File: src/rtl/uart_rx_if.sv
// uart_rx_if -- byte stream handshake between the UART receiver and its consumer.
//   rx_data  : byte at the receive FIFO head (meaningful only while rx_valid=1)
//   rx_valid : receive FIFO holds at least one byte
//   rx_ready : consumer takes rx_data on any cycle where rx_valid and rx_ready are both 1
// The master modport is the receiver side; the slave modport is the consumer side.
interface uart_rx_if;
  logic [7:0] rx_data;
  logic       rx_valid;
  logic       rx_ready;

  modport master (output rx_data, output rx_valid, input rx_ready);
  modport slave  (input rx_data, input rx_valid, output rx_ready);
endinterface

File: src/rtl/uart_rx.sv
// uart_rx -- 8N1 serial receiver with a small receive FIFO.
//   clk        : sole clock, rising edge
//   reset      : asynchronous, active-high
//   rxd        : asynchronous serial line, idle high, LSB first
//   rx_bus     : byte stream out (rx_data / rx_valid / rx_ready)
//   frame_err  : one-cycle pulse when a stop bit is sampled low
//   overrun    : one-cycle pulse when a completed byte is dropped on a full FIFO
//   fifo_level : current FIFO occupancy, 0..FIFO_DEPTH
module uart_rx #(
  parameter int CLKS_PER_BIT = 434,
  parameter int FIFO_DEPTH   = 4
) (
  input  logic                          clk,
  input  logic                          reset,
  input  logic                          rxd,
  uart_rx_if.master                     rx_bus,
  output logic                          frame_err,
  output logic                          overrun,
  output logic [$clog2(FIFO_DEPTH):0]   fifo_level
);

  localparam int TW = $clog2(CLKS_PER_BIT);
  localparam int AW = $clog2(FIFO_DEPTH);
  localparam int LW = AW + 1;
  localparam logic [TW-1:0] BIT_END  = TW'(CLKS_PER_BIT - 1);
  localparam logic [TW-1:0] HALF_END = TW'(CLKS_PER_BIT / 2 - 1);
  localparam logic [LW-1:0] FULL_LVL = LW'(FIFO_DEPTH);

  typedef enum logic [2:0] {IDLE, START, DATA, STOP, WAIT_HIGH} state_t;

  state_t          state, state_nx;
  logic [TW-1:0]   timer, timer_nx;
  logic [2:0]      bit_idx, bit_idx_nx;
  logic [7:0]      shift, shift_nx;
  logic            push, ferr_nx;
  logic            rxd_p0, rxd_p1;
  logic            rxs;

  logic [7:0]      mem [FIFO_DEPTH];
  logic [AW-1:0]   wr_ptr, rd_ptr;
  logic [LW-1:0]   count;
  logic            full, pop, do_push;

  // ---- stage p0/p1: two-flop synchronizer on the raw line ----
  always_ff @(posedge clk or posedge reset) begin
    if (reset) begin
      rxd_p0 <= 1'b1;
      rxd_p1 <= 1'b1;
    end else begin
      rxd_p0 <= rxd;
      rxd_p1 <= rxd_p0;
    end
  end

  assign rxs = rxd_p1;

  // ---- frame FSM: state register ----
  always_ff @(posedge clk or posedge reset) begin
    if (reset) begin
      state   <= IDLE;
      timer   <= '0;
      bit_idx <= '0;
    end else begin
      state   <= state_nx;
      timer   <= timer_nx;
      bit_idx <= bit_idx_nx;
    end
  end

  // Shift register carries data only; a reset mid-frame simply abandons it.
  always_ff @(posedge clk) begin
    shift <= shift_nx;
  end

  // START samples at mid-bit; from then on every sample lands one full bit later,
  // so all data and stop samples sit near the centre of their bit cells.
  always_comb begin
    state_nx   = state;
    timer_nx   = timer + 1'b1;
    bit_idx_nx = bit_idx;
    shift_nx   = shift;
    push       = 1'b0;
    ferr_nx    = 1'b0;
    unique case (state)
      IDLE: begin
        timer_nx = '0;
        if (!rxs) state_nx = START;
      end
      START: begin
        if (timer == HALF_END) begin
          timer_nx = '0;
          if (!rxs) begin
            state_nx   = DATA;
            bit_idx_nx = '0;
          end else begin
            state_nx = IDLE;
          end
        end
      end
      DATA: begin
        if (timer == BIT_END) begin
          timer_nx          = '0;
          shift_nx[bit_idx] = rxs;
          if (bit_idx == 3'd7) state_nx = STOP;
          else                 bit_idx_nx = bit_idx + 1'b1;
        end
      end
      STOP: begin
        if (timer == BIT_END) begin
          timer_nx = '0;
          if (rxs) begin
            push     = 1'b1;
            state_nx = IDLE;
          end else begin
            ferr_nx  = 1'b1;
            state_nx = WAIT_HIGH;
          end
        end
      end
      WAIT_HIGH: begin
        // A held-low (break) line must return high before a new start edge counts.
        timer_nx = '0;
        if (rxs) state_nx = IDLE;
      end
      default: begin
        timer_nx = '0;
        state_nx = IDLE;
      end
    endcase
  end

  // ---- receive FIFO: push on the stop-bit sample edge ----
  assign full    = (count == FULL_LVL);
  assign pop     = rx_bus.rx_valid && rx_bus.rx_ready;
  // A simultaneous pop frees a slot, so a full FIFO still accepts the byte.
  assign do_push = push && (!full || pop);

  always_ff @(posedge clk) begin
    if (do_push) mem[wr_ptr] <= shift;
  end

  always_ff @(posedge clk or posedge reset) begin
    if (reset) begin
      wr_ptr    <= '0;
      rd_ptr    <= '0;
      count     <= '0;
      frame_err <= 1'b0;
      overrun   <= 1'b0;
    end else begin
      frame_err <= ferr_nx;
      overrun   <= push && full && !pop;
      if (do_push) wr_ptr <= wr_ptr + 1'b1;
      if (pop)     rd_ptr <= rd_ptr + 1'b1;
      unique case ({do_push, pop})
        2'b10:   count <= count + 1'b1;
        2'b01:   count <= count - 1'b1;
        default: count <= count;
      endcase
    end
  end

  // Memory is not cleared by reset, so mask the head while empty to keep rx_data at 0.
  assign rx_bus.rx_valid = (count != '0);
  assign rx_bus.rx_data  = rx_bus.rx_valid ? mem[rd_ptr] : 8'h00;
  assign fifo_level      = count;

endmodule

File: src/flat_wrapper.sv
// flat-port wrapper written by rule: the top's interface ports become plain ports
module uart_rx_flat 
#(
  parameter int CLKS_PER_BIT = 434,
  parameter int FIFO_DEPTH   = 4
)
  (clk, reset, rxd, frame_err, overrun, fifo_level, rx_bus_rx_data, rx_bus_rx_valid, rx_bus_rx_ready);
  uart_rx_if rx_bus_i ();
  input  logic clk;
  input  logic reset;
  input  logic rxd;
  output logic frame_err;
  output logic overrun;
  output logic [$clog2(FIFO_DEPTH):0] fifo_level;
  output wire logic [$bits(rx_bus_i.rx_data)-1:0] rx_bus_rx_data;
  output wire logic [$bits(rx_bus_i.rx_valid)-1:0] rx_bus_rx_valid;
  input wire logic [$bits(rx_bus_i.rx_ready)-1:0] rx_bus_rx_ready;
  assign rx_bus_rx_data = rx_bus_i.rx_data;
  assign rx_bus_rx_valid = rx_bus_i.rx_valid;
  assign rx_bus_i.rx_ready = rx_bus_rx_ready;
  uart_rx #(.CLKS_PER_BIT(CLKS_PER_BIT), .FIFO_DEPTH(FIFO_DEPTH)) u_core (.clk(clk), .reset(reset), .rxd(rxd), .rx_bus(rx_bus_i), .frame_err(frame_err), .overrun(overrun), .fifo_level(fifo_level));
endmodule
File: config.mk
export PLATFORM = sky130hd
export DESIGN_NAME = uart_rx_flat
export DESIGN_NICKNAME = d
export VERILOG_FILES = /design/src/rtl/uart_rx_if.sv /design/src/rtl/uart_rx.sv /design/src/flat_wrapper.sv
export SDC_FILE = /design/constraint.sdc
export NUM_CORES = 1
export LEC_CHECK = 0
export BUFFER_PORTS_ARGS = -buffer_cell sky130_fd_sc_hd__clkbuf_2
export CAP_MARGIN = 30
export CORE_ASPECT_RATIO = 0.8
export CORE_MARGIN = 2
export CORE_UTILIZATION = 35
export DETAILED_ROUTE_END_ITERATION = 6
export SYNTH_ARGS = -nofsm -noshare
export SYNTH_HDL_FRONTEND = slang
export SYNTH_SLANG_ARGS = --single-unit
export TNS_END_PERCENT = 30
File: constraint.sdc
create_clock -name clk -period 3.3 [get_ports clk]
set_input_delay 0.495 -clock clk [delete_from_list [all_inputs] [get_ports clk]]
set_output_delay 0.495 -clock clk [all_outputs]
set_load 0.1 [all_outputs]
# After elaboration in Yosys (flattened, before gate mapping)
# Memory sizes are Yosys's and may differ from the RTL's.
# Cells that the tools add are included.
[op_classes]
n_addsub = 6
magnitude_cmp = 2
eq_ne = 18
mux = 30
reduce_logical = 16
[ops]
columns = ["op", "count"]
rows = [
  ["$mux 3", 11],
  ["$mux 9", 2],
  ["$pmux 9 s2", 1],
  ["$pmux 3 s5", 1],
  ["$pmux 3 s2", 2],
  ["$ne 2x1->1 const B", 5],
  ["$add 9x1->9 const B", 1],
  ["$eq 3x3->1 const B", 3],
  ["$eq 9x8->1 const B", 1],
  ["$eq 9x9->1 const B", 1],
  ["$mux 1", 9],
  ["$bwmux 8", 1],
  ["$mux 8", 1],
  ["$add 3x1->3 const B", 2],
  ["$eq 3x2->1 const B", 2],
  ["$ne 2x2->1 const B", 3],
  ["$reduce_and 6->1", 1],
  ["$logic_and 1x1->1", 5],
  ["$reduce_and 5->1", 1],
  ["$add 2x1->2 const B", 2],
  ["$lt 3x4->1 const B", 1],
  ["$reduce_bool 2->1", 2],
  ["$demux 1 s3", 1],
  ["$eq 3x1->1 const B", 1],
  ["other kinds (11)", 12],
]
[totals]
regBits = 34
mem_bits_rw = 32
input_bits = 4
memories = 1
[memory_table]
columns = ["memory", "depth", "width", "read_ports", "rd_clocked_by_memory_dff", "write_ports", "line", "rtl"]
rows = [
  ["u_core.mem", 4, 8, 1, 0, 1, "uart_rx.sv:39", "logic [7:0] mem [FIFO_DEPTH];"],
]

# Depth between registers and ports, before layout
# Gate-level depths: netlist of the first run.
[logic_depth]
ltp_word = 6
ltp_mapped = 9
mapped_depth_nobuf = 8

# Least setup slack after synthesis of the first run
# No wires, ideal clock.
[synth_timing]
path_type = "reg-to-output"
start = "register u_core.count[0], in the netlist u_core.fifo_level[0]"
end = "output port rx_bus_rx_data[0]"
arrival_time_ps = 2736
required_ps = 2805
setup_slack_ps = 69
stages_incl_launch_ff = 3
path_cell_list = "dfrtp_1 -> nor3_1 -> nor2b_1"
[synth_between]
elab_chain_cells = 2
[synth_rtl]
columns = ["element", "line", "rtl"]
rows = [
  ["start: declaration", "uart_rx.sv:41", "logic [LW-1:0] count;"],
  ["start signal: assignment", "uart_rx.sv:155", "2'b10: count <= count + 1'b1;"],
  ["start signal: assignment", "uart_rx.sv:156", "2'b01: count <= count - 1'b1;"],
  ["start signal: assignment", "uart_rx.sv:157", "default: count <= count;"],
  ["$reduce_bool 3->1", "uart_rx.sv:163", "assign rx_bus.rx_valid = (count != '0);"],
  ["$mux 8", "uart_rx.sv:164", "assign rx_bus.rx_data = rx_bus.rx_valid ? mem[rd_ptr] : 8'h00;"],
  ["end: declaration", "flat_wrapper.sv:15", "output wire logic [$bits(rx_bus_i.rx_data)-1:0] rx_bus_rx_data;"],
]
# No other way between the ends.

# Worst setup path in the final report of the first run
[layout_timing]
start = "register u_core.rd_ptr[0]"
end = "output port rx_bus_rx_data[5]"
[layout_between]
elab_chain_cells = 2
[layout_rtl]
columns = ["element", "line", "rtl"]
rows = [
  ["start: declaration", "uart_rx.sv:40", "logic [AW-1:0] wr_ptr, rd_ptr;"],
  ["start signal: assignment", "uart_rx.sv:153", "if (pop) rd_ptr <= rd_ptr + 1'b1;"],
  ["$mem_v2 4x8", "-", ""],
  ["$mux 8", "uart_rx.sv:164", ""],
]
# No other way between the ends.

==> results of run 1 <==
[power by group]
part,switching (mW),total [mW],internal (mW)
logic,0.00910,0.0145,0.00539
registers,0.00268,0.875,0.873
clock network,0.285,0.631,0.347
[cell type report]
cell class	count	area share
clock buffer	11	0.0392
clock inverter	5	0.0164
inverter	9	0.0101
multi-input combinational	126	0.300
sequential	66	0.554
tap	108	0.0404
timing repair buffer	21	0.0404
[registers in the layout, indices dropped and copies added (netlist names)]
signal and count:
u_core.timer 9, u_core.wr_ptr 2, u_core.rxd_p1 1, u_core.overrun 1, u_core.state 3, u_core.rxd_p0 1
u_core.mem 32, u_core.bit_idx 3, u_core.fifo_level 3, u_core.shift 8, u_core.rd_ptr 2, u_core.frame_err 1
[metal layers]
layer,vias to the layer above,global-route usage,wire [um]
li1,811,-,-
met5,-,0,0
met4,0,0.0359,23
met1,789,0.162,2340
met3,2,0.0464,151
met2,20,0.185,2260
[cells in the mapped netlist (2+ instances only)]
cell,number
dfstp_2,2
or4b_1,2
nand2b_1,2
and2_1,5
nand4_1,5
xnor2_1,6
nor2_1,17
inv_1,9
clkbuf_1,6
a21oi_1,5
ha_1,9
edfxtp_1,40
buf_2,3
dfrtp_1,24
nor3b_1,3
nand3_1,6
mux2_2,2
o31ai_1,3
xor2_1,6
nand2_1,9
nor3_1,6
mux4_2,8
nor2b_1,10
o41ai_1,2
[logic make-up (layout without fill, tap and decap cells)]
logic type,after synthesis,count (layout),share of synthesized area
buf+inv,18,46,0.0243
xor+xnor,12,12,0.0359
simple gates,77,77,0.151
flops,66,66,0.633
fa+ha+maj,10,10,0.0453
compound gates,17,17,0.0410
mux,10,10,0.0692
[critical path, stage by stage (launching register included)]
cell and delay (ns):
dfrtp_1 0.72, mux4_2 0.58, nor2b_1 0.14, clkbuf_2 0.36
[worst min-delay path by stage]
| stage | start | slack [ns] | endpoint |
|---|---|---|---|
| 2_1_floorplan | u_core.rxd_p0 | 0.35 | u_core.rxd_p1 |
| 3_3_place_gp | u_core.rxd_p0 | 0.35 | u_core.rxd_p1 |
| 3_5_place_dp | u_core.rxd_p0 | 0.35 | u_core.rxd_p1 |
| 4_1_cts | reset | 0.18 | u_core.wr_ptr[0] |
| 5_1_grt | reset | 0.21 | u_core.wr_ptr[0] |
| 6_report | reset | 0.18 | u_core.wr_ptr[0] |
[per-stage QoR]
step            util  area [sq um]  cells
2_1_floorplan      -          2930    210
3_3_place_gp   0.391          3130    329
3_5_place_dp   0.394          3160    330
4_1_cts        0.418          3350    346
5_1_grt        0.418          3350    346
6_report       0.418          3350    346
==> flow_metrics.py, run 1 <==
metrics = {
    "sta": {
        "hold-worst-slack_ns": 0.181,
        "final_max_slew_viol_count": 0,
        "skew_ns": 0.00548,
        "setup_viol": 0,
        "final.setup.tns_ns": 0,
        "finalCriticalPeriod_ns": 2.63,
        "worst_slew_pin_slew_ns": 0.625,
        "rsz0062_at_grt": "no",
        "max_freq_mhz": 380,
        "worst_slack_ns": 0.666,
        "slew_headroom": 0.580,
        "finalCritPeriodShare": 0.798,
        "finalHoldViolCount": 0,
    },
    "setup_path": {
        "rr_worst_depth": 6,
        "timing.rr.start": "u_core.timer[1]",
        "critPathKind": "flop to primary output",
        "critPathLaunchType": "flop",
        "critPathLaunch": "u_core.rd_ptr[0]",
        "path_max_fanout": 10,
        "endpoint": "rx_bus_rx_data[5]",
        "cp-end-kind": "primary output",
        "required_ns": 2.80,
        "r2r_end": "u_core.mem[0][3]",
        "reg2reg_slack_ns": 1.08,
        "cp.arrival_ns": 2.14,
    },
    "yosys": {
        "syn_inst": 210,
        "synth_top_area_frac": 0.410,
        "synth_edf_count": 40,
        "synth_fp_nets": 224,
        "yosysWarnings": 0,
        "async_flop_share": 0.394,
        "syn_avg_cell_area_sq_um": 13.9,
        "synth-seq-cells": 66,
        "yosysSeqAreaShare": 0.633,
        "synth_top_area_cell": "edfxtp_1",
        "synth_top_flop_cell": "edfxtp_1",
        "synth.top_cells.by_area": "edfxtp_1, dfrtp_1, mux4_2, ha_1, nor2_1",
        "syn-cell-area_sq_um": 2930,
        "yosys.cell_types.count": 44,
    },
    "floorplan": {
        "die-area_sq_um": 9120,
        "row_count": 29,
        "core_sq_um": 8020,
        "fp.dieH_um": 85.8,
        "io_pins": 18,
        "initial_utilization": 0.365,
        "die-width_um": 106,
    },
    "layout": {
        "regArea_sq_um": 1850,
        "area_growth_pct": 14.3,
        "fillCellCount": 741,
        "layout_common_cells": "edfxtp_1, dfrtp_1, nor2_1, clkbuf_2, nor2b_1",
        "multi_input_area_sq_um": 1000,
        "drive_above_1_share": 0.218,
        "layout_commonest_cell": "edfxtp_1",
        "final_nets": 247,
        "diodes": 0,
    },
    "worst_hold_path": {
        "hp-class": "input port to asynchronous set/reset pin",
    },
    "clock_tree": {
        "holdBufCountCts": 0,
        "post-cts-setup-buffer-count": 0,
        "clk-insertion-delay-late_ns": 0.33,
        "cts_buffers": 9,
        "cts_max_level": 3,
        "path_clk_slew_ns": 0.07,
        "cts.sinks": 66,
        "root_buffer": "clkbuf_8",
        "ctsLongestPathBuffers": 2,
        "cts_tree": "yes",
        "cts_resized": 0,
    },
    "place": {
        "dp_hpwl_um": 3300,
        "gp_congestion": 0.755,
        "portBuffers": 17,
        "pre_cts_slack_ns": 0.975,
    },
    "power_and_ir_drop": {
        "p_leak_nw": 1.26,
        "pwr_density_cell_nw_per_um2": 454,
        "total_power_mw": 1.52,
        "ir_worst_vdd_mv": 0.183,
    },
    "detailed_routing": {
        "dr_total_vias": 1622,
        "drtIter0Drc": 148,
        "drtPass1Iterations": 4,
        "drt-vias-per-instance": 4.69,
        "drc": 0,
        "routed_wl_um": 4770,
        "ant_nets": 0,
        "wl_per_cell_um": 13.8,
    },
    "grt": {
        "grt_pass1_vias": 1706,
        "grt_use_total": 0.121,
        "antenna_found_initial": 0,
        "gr-total-overflow": 0,
        "grt_max_degree": 17,
        "grt_pass1_wl_um": 8510,
    },
    "job": {
        "cap_violations": 0,
    },
    "status": {
        "outcome": "finished, final reports clean",
    },
}
(Power assumes the default switching activity.)
==> inputs of run 2 (changes only) <==
- ABC_AREA: unset -> 1
- clock period: 3.3 -> 2.6 ns (I/O delays scaled with it)
==> flow_metrics.py, run 2 <==
metrics = {
    "sta": {
        "rsz0062_at_grt": "no",
        "hold-worst-slack_ns": 0.0884,
        "final.setup.tns_ns": 0,
        "setup_viol": 0,
        "finalCritPeriodShare": 0.918,
        "max_freq_mhz": 419,
        "final_max_slew_viol_count": 0,
        "worst_slew_pin_slew_ns": 0.542,
        "skew_ns": 0.0116,
        "finalCriticalPeriod_ns": 2.39,
        "slew_headroom": 0.640,
        "finalHoldViolCount": 0,
    },
    "clock_tree": {
        "path_clk_slew_ns": 0.07,
        "cts_resized": 0,
        "cts_buffers": 9,
        "cts_max_level": 3,
        "cts_tree": "yes",
        "clk-insertion-delay-late_ns": 0.34,
        "cts.sinks": 66,
        "ctsLongestPathBuffers": 2,
        "post-cts-setup-buffer-count": 0,
        "root_buffer": "clkbuf_8",
        "holdBufCountCts": 0,
    },
    "yosys": {
        "synth_top_area_frac": 0.393,
        "yosysSeqAreaShare": 0.607,
        "syn_inst": 302,
        "syn_avg_cell_area_sq_um": 10.1,
        "synth-seq-cells": 66,
        "synth.top_cells.by_area": "edfxtp_1, dfrtp_1, nor2_1, nand2_1, ha_1",
        "async_flop_share": 0.394,
        "yosysWarnings": 0,
        "yosys.cell_types.count": 29,
        "syn-cell-area_sq_um": 3050,
        "synth_fp_nets": 316,
        "synth_common_cells": "nor2_1, edfxtp_1, nand2_1",
        "synth_top_area_cell": "edfxtp_1",
        "synth_top_flop_cell": "edfxtp_1",
        "yosysMostFrequentCell": "nor2_1",
        "synth_edf_count": 40,
    },
    "detailed_routing": {
        "drtPass1Iterations": 7,
        "drtIter0Drc": 74,
        "routed_wl_um": 5500,
        "ant_nets": 0,
        "dr_total_vias": 2059,
        "wl_per_cell_um": 12.2,
        "drc": 0,
        "drt-vias-per-instance": 4.58,
    },
    "setup_path": {
        "timing.rr.start": "u_core.timer[1]",
        "cp_slowest_stage_delay_ns": 0.53,
        "reg2reg_slack_ns": 0.50,
        "crit_slowest_cell": "dfrtp_2",
        "r2r_end": "u_core.fifo_level[2]",
        "crit_family": "buffers and inverters",
        "critPathKind": "flop to primary output",
        "path_max_fanout": 18,
        "rr_worst_depth": 13,
        "path_depth": 4,
        "endpoint": "rx_bus_rx_data[3]",
        "critPathLaunchType": "flop",
        "critPathLaunch": "u_core.rd_ptr[0]",
        "cp.arrival_ns": 2.00,
        "path_buf_inv": 2,
        "cp-end-kind": "primary output",
        "required_ns": 2.21,
        "cp_cell_sequence": "inv_2, o21ai_0, a21oi_4, clkbuf_2",
    },
    "layout": {
        "area_growth_pct": 18.4,
        "top_register": "u_core.mem",
        "regArea_sq_um": 1860,
        "layout_common_cells": "nor2_1, edfxtp_1, nand2_1, inv_1, dfrtp_1",
        "final_nets": 347,
        "layout_commonest_cell": "nor2_1",
        "fillCellCount": 843,
        "diodes": 0,
        "final_cells": 450,
        "reg_top3": "u_core.mem: 32 flops, u_core.timer: 9 flops, u_core.shift: 8 flops",
        "largest_reg_flops": 32,
        "multi_input_area_sq_um": 1140,
        "drive_above_1_share": 0.243,
    },
    "grt": {
        "grt_max_degree": 27,
        "grt_pass1_wl_um": 9440,
        "antenna_found_initial": 0,
        "grt_use_total": 0.131,
        "gr-total-overflow": 0,
        "grt_pass1_vias": 1963,
    },
    "job": {
        "cap_violations": 0,
    },
    "place": {
        "dp_hpwl_um": 3830,
        "place_inst": 434,
        "gp_congestion": 0.791,
        "portBuffers": 17,
    },
    "floorplan": {
        "die-area_sq_um": 9490,
        "initial_utilization": 0.360,
        "die-width_um": 108,
        "row_count": 30,
        "io_pins": 18,
        "fp.dieH_um": 87.5,
        "core_sq_um": 8480,
    },
    "status": {
        "outcome": "finished, final reports clean",
    },
    "power_and_ir_drop": {
        "total_power_mw": 3.87,
        "p_leak_nw": 1.46,
        "ir_worst_vdd_mv": 1.02,
        "pwr_density_cell_nw_per_um2": 1070,
    },
    "worst_hold_path": {
        "hp-class": "input port to asynchronous set/reset pin",
    },
}
-- run 2: cell types whose count changed in the layout (fill, tap and decap cells not counted), moves of 5 or more --
cell and change:
xnor2_1 -5, a21oi_4 +8, and2_1 -5, inv_2 +6
nor2b_1 -10, nor2_1 +41, o21ai_0 +15, nand2_2 +8
nor3_1 +10, nand2_1 +29, inv_1 +20, mux4_2 -8
-- run 2: layout make-up --
type	instances	area share
multi-input combinational	196	0.316
timing repair buffer	24	0.0381
tap	112	0.0388
clock inverter	7	0.0208
sequential	66	0.515
clock buffer	9	0.0343
inverter	36	0.0377
-- run 2: worst min-delay path by stage --
stage                   from               end  cells after the start  slack [ns]
2_1_floorplan  u_core.rxd_p0     u_core.rxd_p1                      0        0.35
3_3_place_gp   u_core.rxd_p0     u_core.rxd_p1                      0        0.35
3_5_place_dp   u_core.rxd_p0     u_core.rxd_p1                      0        0.35
4_1_cts                reset   u_core.timer[5]                      3        0.09
5_1_grt                reset   u_core.timer[5]                      3        0.12
6_report               reset  u_core.wr_ptr[0]                      3        0.09
-- run 2: routing by layer --
| metal | up-vias | GRT usage | share of wire |
|---|---|---|---|
| met4 | 0 | 0.0559 | 0.014 |
| li1 | 1057 | - | - |
| met5 | - | 0 | 0 |
| met2 | 33 | 0.210 | 0.46 |
| met1 | 959 | 0.167 | 0.48 |
| met3 | 10 | 0.0379 | 0.045 |
-- run 2: through the flow --
step	setup WS (ns)	util	instance area [sq um]
after CTS	0.00824	0.426	3610
after detailed placement	0.385	0.402	3410
after global routing	0.0932	0.426	3610
after global placement	0.406	0.402	3410
final	0.214	0.426	3610
after floorplan	0.0510	-	3150
-- run 2: where the power goes --
part           switching [mW]  internal, mW
Sequential             0.0783          1.15
Combinational            1.43         0.355
Clock                   0.403         0.449
Total                    1.91          1.96
-- run 2: logic make-up after synthesis --
kind of cell / count (synthesis) / synth area share
compound gates: 34 / 0.0578
buf+inv: 40 / 0.0508
flops: 66 / 0.607
xor+xnor: 7 / 0.0225
fa+ha+maj: 10 / 0.0434
simple gates: 145 / 0.218
-- run 2: worst min-delay path, stage by stage --
cell	delay [ns]
clkbuf_2	0.08
inv_1	0.04
buf_4	0.32
==> inputs of run 3 (changes only) <==
- PLACE_DENSITY_LB_ADDON: unset -> 0.15
==> flow_metrics.py, run 3 (synthesized netlist as in run 2, its figures left out) <==
metrics = {
    "sta": {
        "worst_slack_ns": 0.150,
        "final.setup.tns_ns": 0,
        "skew_ns": 0.0113,
        "finalHoldViolCount": 0,
        "slew_headroom": 0.633,
        "finalCritPeriodShare": 0.942,
        "hold-worst-slack_ns": 0.0610,
        "worst_slew_pin_slew_ns": 0.552,
        "max_freq_mhz": 408,
        "final_max_slew_viol_count": 0,
        "finalCriticalPeriod_ns": 2.45,
        "setup_viol": 0,
        "rsz0062_at_grt": "no",
    },
    "detailed_routing": {
        "ant_nets": 0,
        "drtIter0Drc": 108,
        "drtPass1Iterations": 4,
        "routed_wl_um": 5970,
        "drc": 0,
        "dr_total_vias": 2049,
        "wl_per_cell_um": 13.3,
        "drt-vias-per-instance": 4.55,
    },
    "clock_tree": {
        "holdBufCountCts": 0,
        "root_buffer": "clkbuf_8",
        "path_clk_slew_ns": 0.08,
        "clk-insertion-delay-late_ns": 0.35,
        "cts_max_level": 3,
        "ctsLongestPathBuffers": 2,
        "cts.sinks": 66,
        "cts_tree": "yes",
        "post-cts-setup-buffer-count": 0,
        "cts_buffers": 9,
    },
    "place": {
        "dp_hpwl_um": 4210,
        "gp_congestion": 0.804,
        "portBuffers": 17,
        "pre_cts_slack_ns": 0.465,
        "place_inst": 434,
        "placed_cell_area_sq_um": 3410,
    },
    "layout": {
        "final_util": 0.430,
        "drive_above_1_share": 0.240,
        "largest_reg_flops": 32,
        "fin_area_sq_um": 3640,
        "layout_commonest_cell": "nor2_1",
        "fillCellCount": 822,
        "layout_common_cells": "nor2_1, edfxtp_1, nand2_1, inv_1, dfrtp_1",
        "regArea_sq_um": 1860,
        "diodes": 0,
        "multi_input_area_sq_um": 1140,
        "area_growth_pct": 19.4,
        "final_nets": 347,
        "final_cells": 450,
        "reg_top3": "u_core.mem: 32 flops, u_core.timer: 9 flops, u_core.shift: 8 flops",
        "top_register": "u_core.mem",
    },
    "floorplan": {
        "die-width_um": 108,
        "core_sq_um": 8480,
        "io_pins": 18,
        "fp.dieH_um": 87.5,
        "initial_utilization": 0.360,
        "row_count": 30,
        "die-area_sq_um": 9490,
    },
    "grt": {
        "busiest_layer": "met2",
        "grt.met3_usage": 0.0476,
        "grt_use_total": 0.141,
        "antenna_found_initial": 0,
        "grt_pass1_wl_um": 9960,
        "grt_max_degree": 27,
        "gr-total-overflow": 0,
        "grt_pass1_vias": 1927,
        "use_met2": 0.207,
        "grtUsageMet1": 0.199,
    },
    "setup_path": {
        "cp-end-kind": "primary output",
        "required_ns": 2.21,
        "critPathKind": "flop to primary output",
        "critPathLaunchType": "flop",
        "timing.rr.start": "u_core.rxd_p1",
        "rr_worst_depth": 11,
        "cp.arrival_ns": 2.06,
        "r2r_end": "u_core.fifo_level[2]",
        "path_max_fanout": 10,
        "endpoint": "rx_bus_rx_data[2]",
        "reg2reg_slack_ns": 0.53,
        "critPathLaunch": "u_core.rd_ptr[1]",
    },
    "worst_hold_path": {
        "hp-class": "input port to asynchronous set/reset pin",
    },
    "power_and_ir_drop": {
        "power_frac_comb": 0.444,
        "clkPwrFrac": 0.245,
        "ir_worst_vdd_mv": 0.840,
        "total_power_mw": 4.00,
        "sw_frac_of_total": 0.483,
        "p_leak_nw": 1.48,
        "pwr_density_cell_nw_per_um2": 1100,
        "p_seq_frac": 0.311,
        "internal_power_mw": 2.07,
        "p_sw_mw": 1.93,
    },
    "job": {
        "cap_violations": 0,
    },
    "status": {
        "outcome": "finished, final reports clean",
    },
}
==> run 3: what timing repair did <==
action	in CTS	in global routing
endpoints found under the setup margin	0	7
resized for setup	0	9
hold endpoints to repair	0	0
==> run 3: cell type report <==
class                   count  area share
clock inverters             7      0.0281
clock buffers               9      0.0340
flip-flops and latches     66       0.510
inverters                  36      0.0374
repair buffers             24      0.0391
multi-input cells         196       0.313
well taps                 112      0.0384
==> run 3: power by group through the flow <==
| stage | Sequential (mW) | Clock [mW] | Combinational [mW] |
|---|---|---|---|
| 2_1_floorplan | 1.38 | 0 | 1.42 |
| 3_3_place_gp | 1.27 | 0 | 1.77 |
| 3_5_place_dp | 1.27 | 0 | 1.77 |
| 4_1_cts | 1.25 | 1.01 | 1.78 |
| 5_1_grt | 1.26 | 1.05 | 1.88 |
| 6_report | 1.24 | 0.978 | 1.78 |
==> run 3: worst min path at each step <==
stage / slack (ns) / to / cells past startpoint / startpoint
after CTS: 0.06 / u_core.wr_ptr[0] / 3 / reset
after floorplan: 0.35 / u_core.rxd_p1 / 0 / u_core.rxd_p0
after detailed placement: 0.35 / u_core.rxd_p1 / 0 / u_core.rxd_p0
final: 0.06 / u_core.wr_ptr[0] / 3 / reset
after global placement: 0.35 / u_core.rxd_p1 / 0 / u_core.rxd_p0
after global routing: 0.11 / u_core.wr_ptr[0] / 3 / reset
==> run 3: worst max-delay path, cell delays in order (launching register included) <==
cell and delay [ns]:
dfrtp_1 0.57, inv_1 0.25, nor2_1 0.15, o21ai_0 0.15, a21oi_4 0.14, clkbuf_2 0.46
==> run 3: per-layer routing <==
layer  vias to the layer above  share of wire  wire length [um]
met3                         4          0.042               250
met2                        33           0.43              2540
met4                         0         0.0040                24
met5                         -              0                 0
li1                       1058              -                 -
met1                       954           0.53              3150
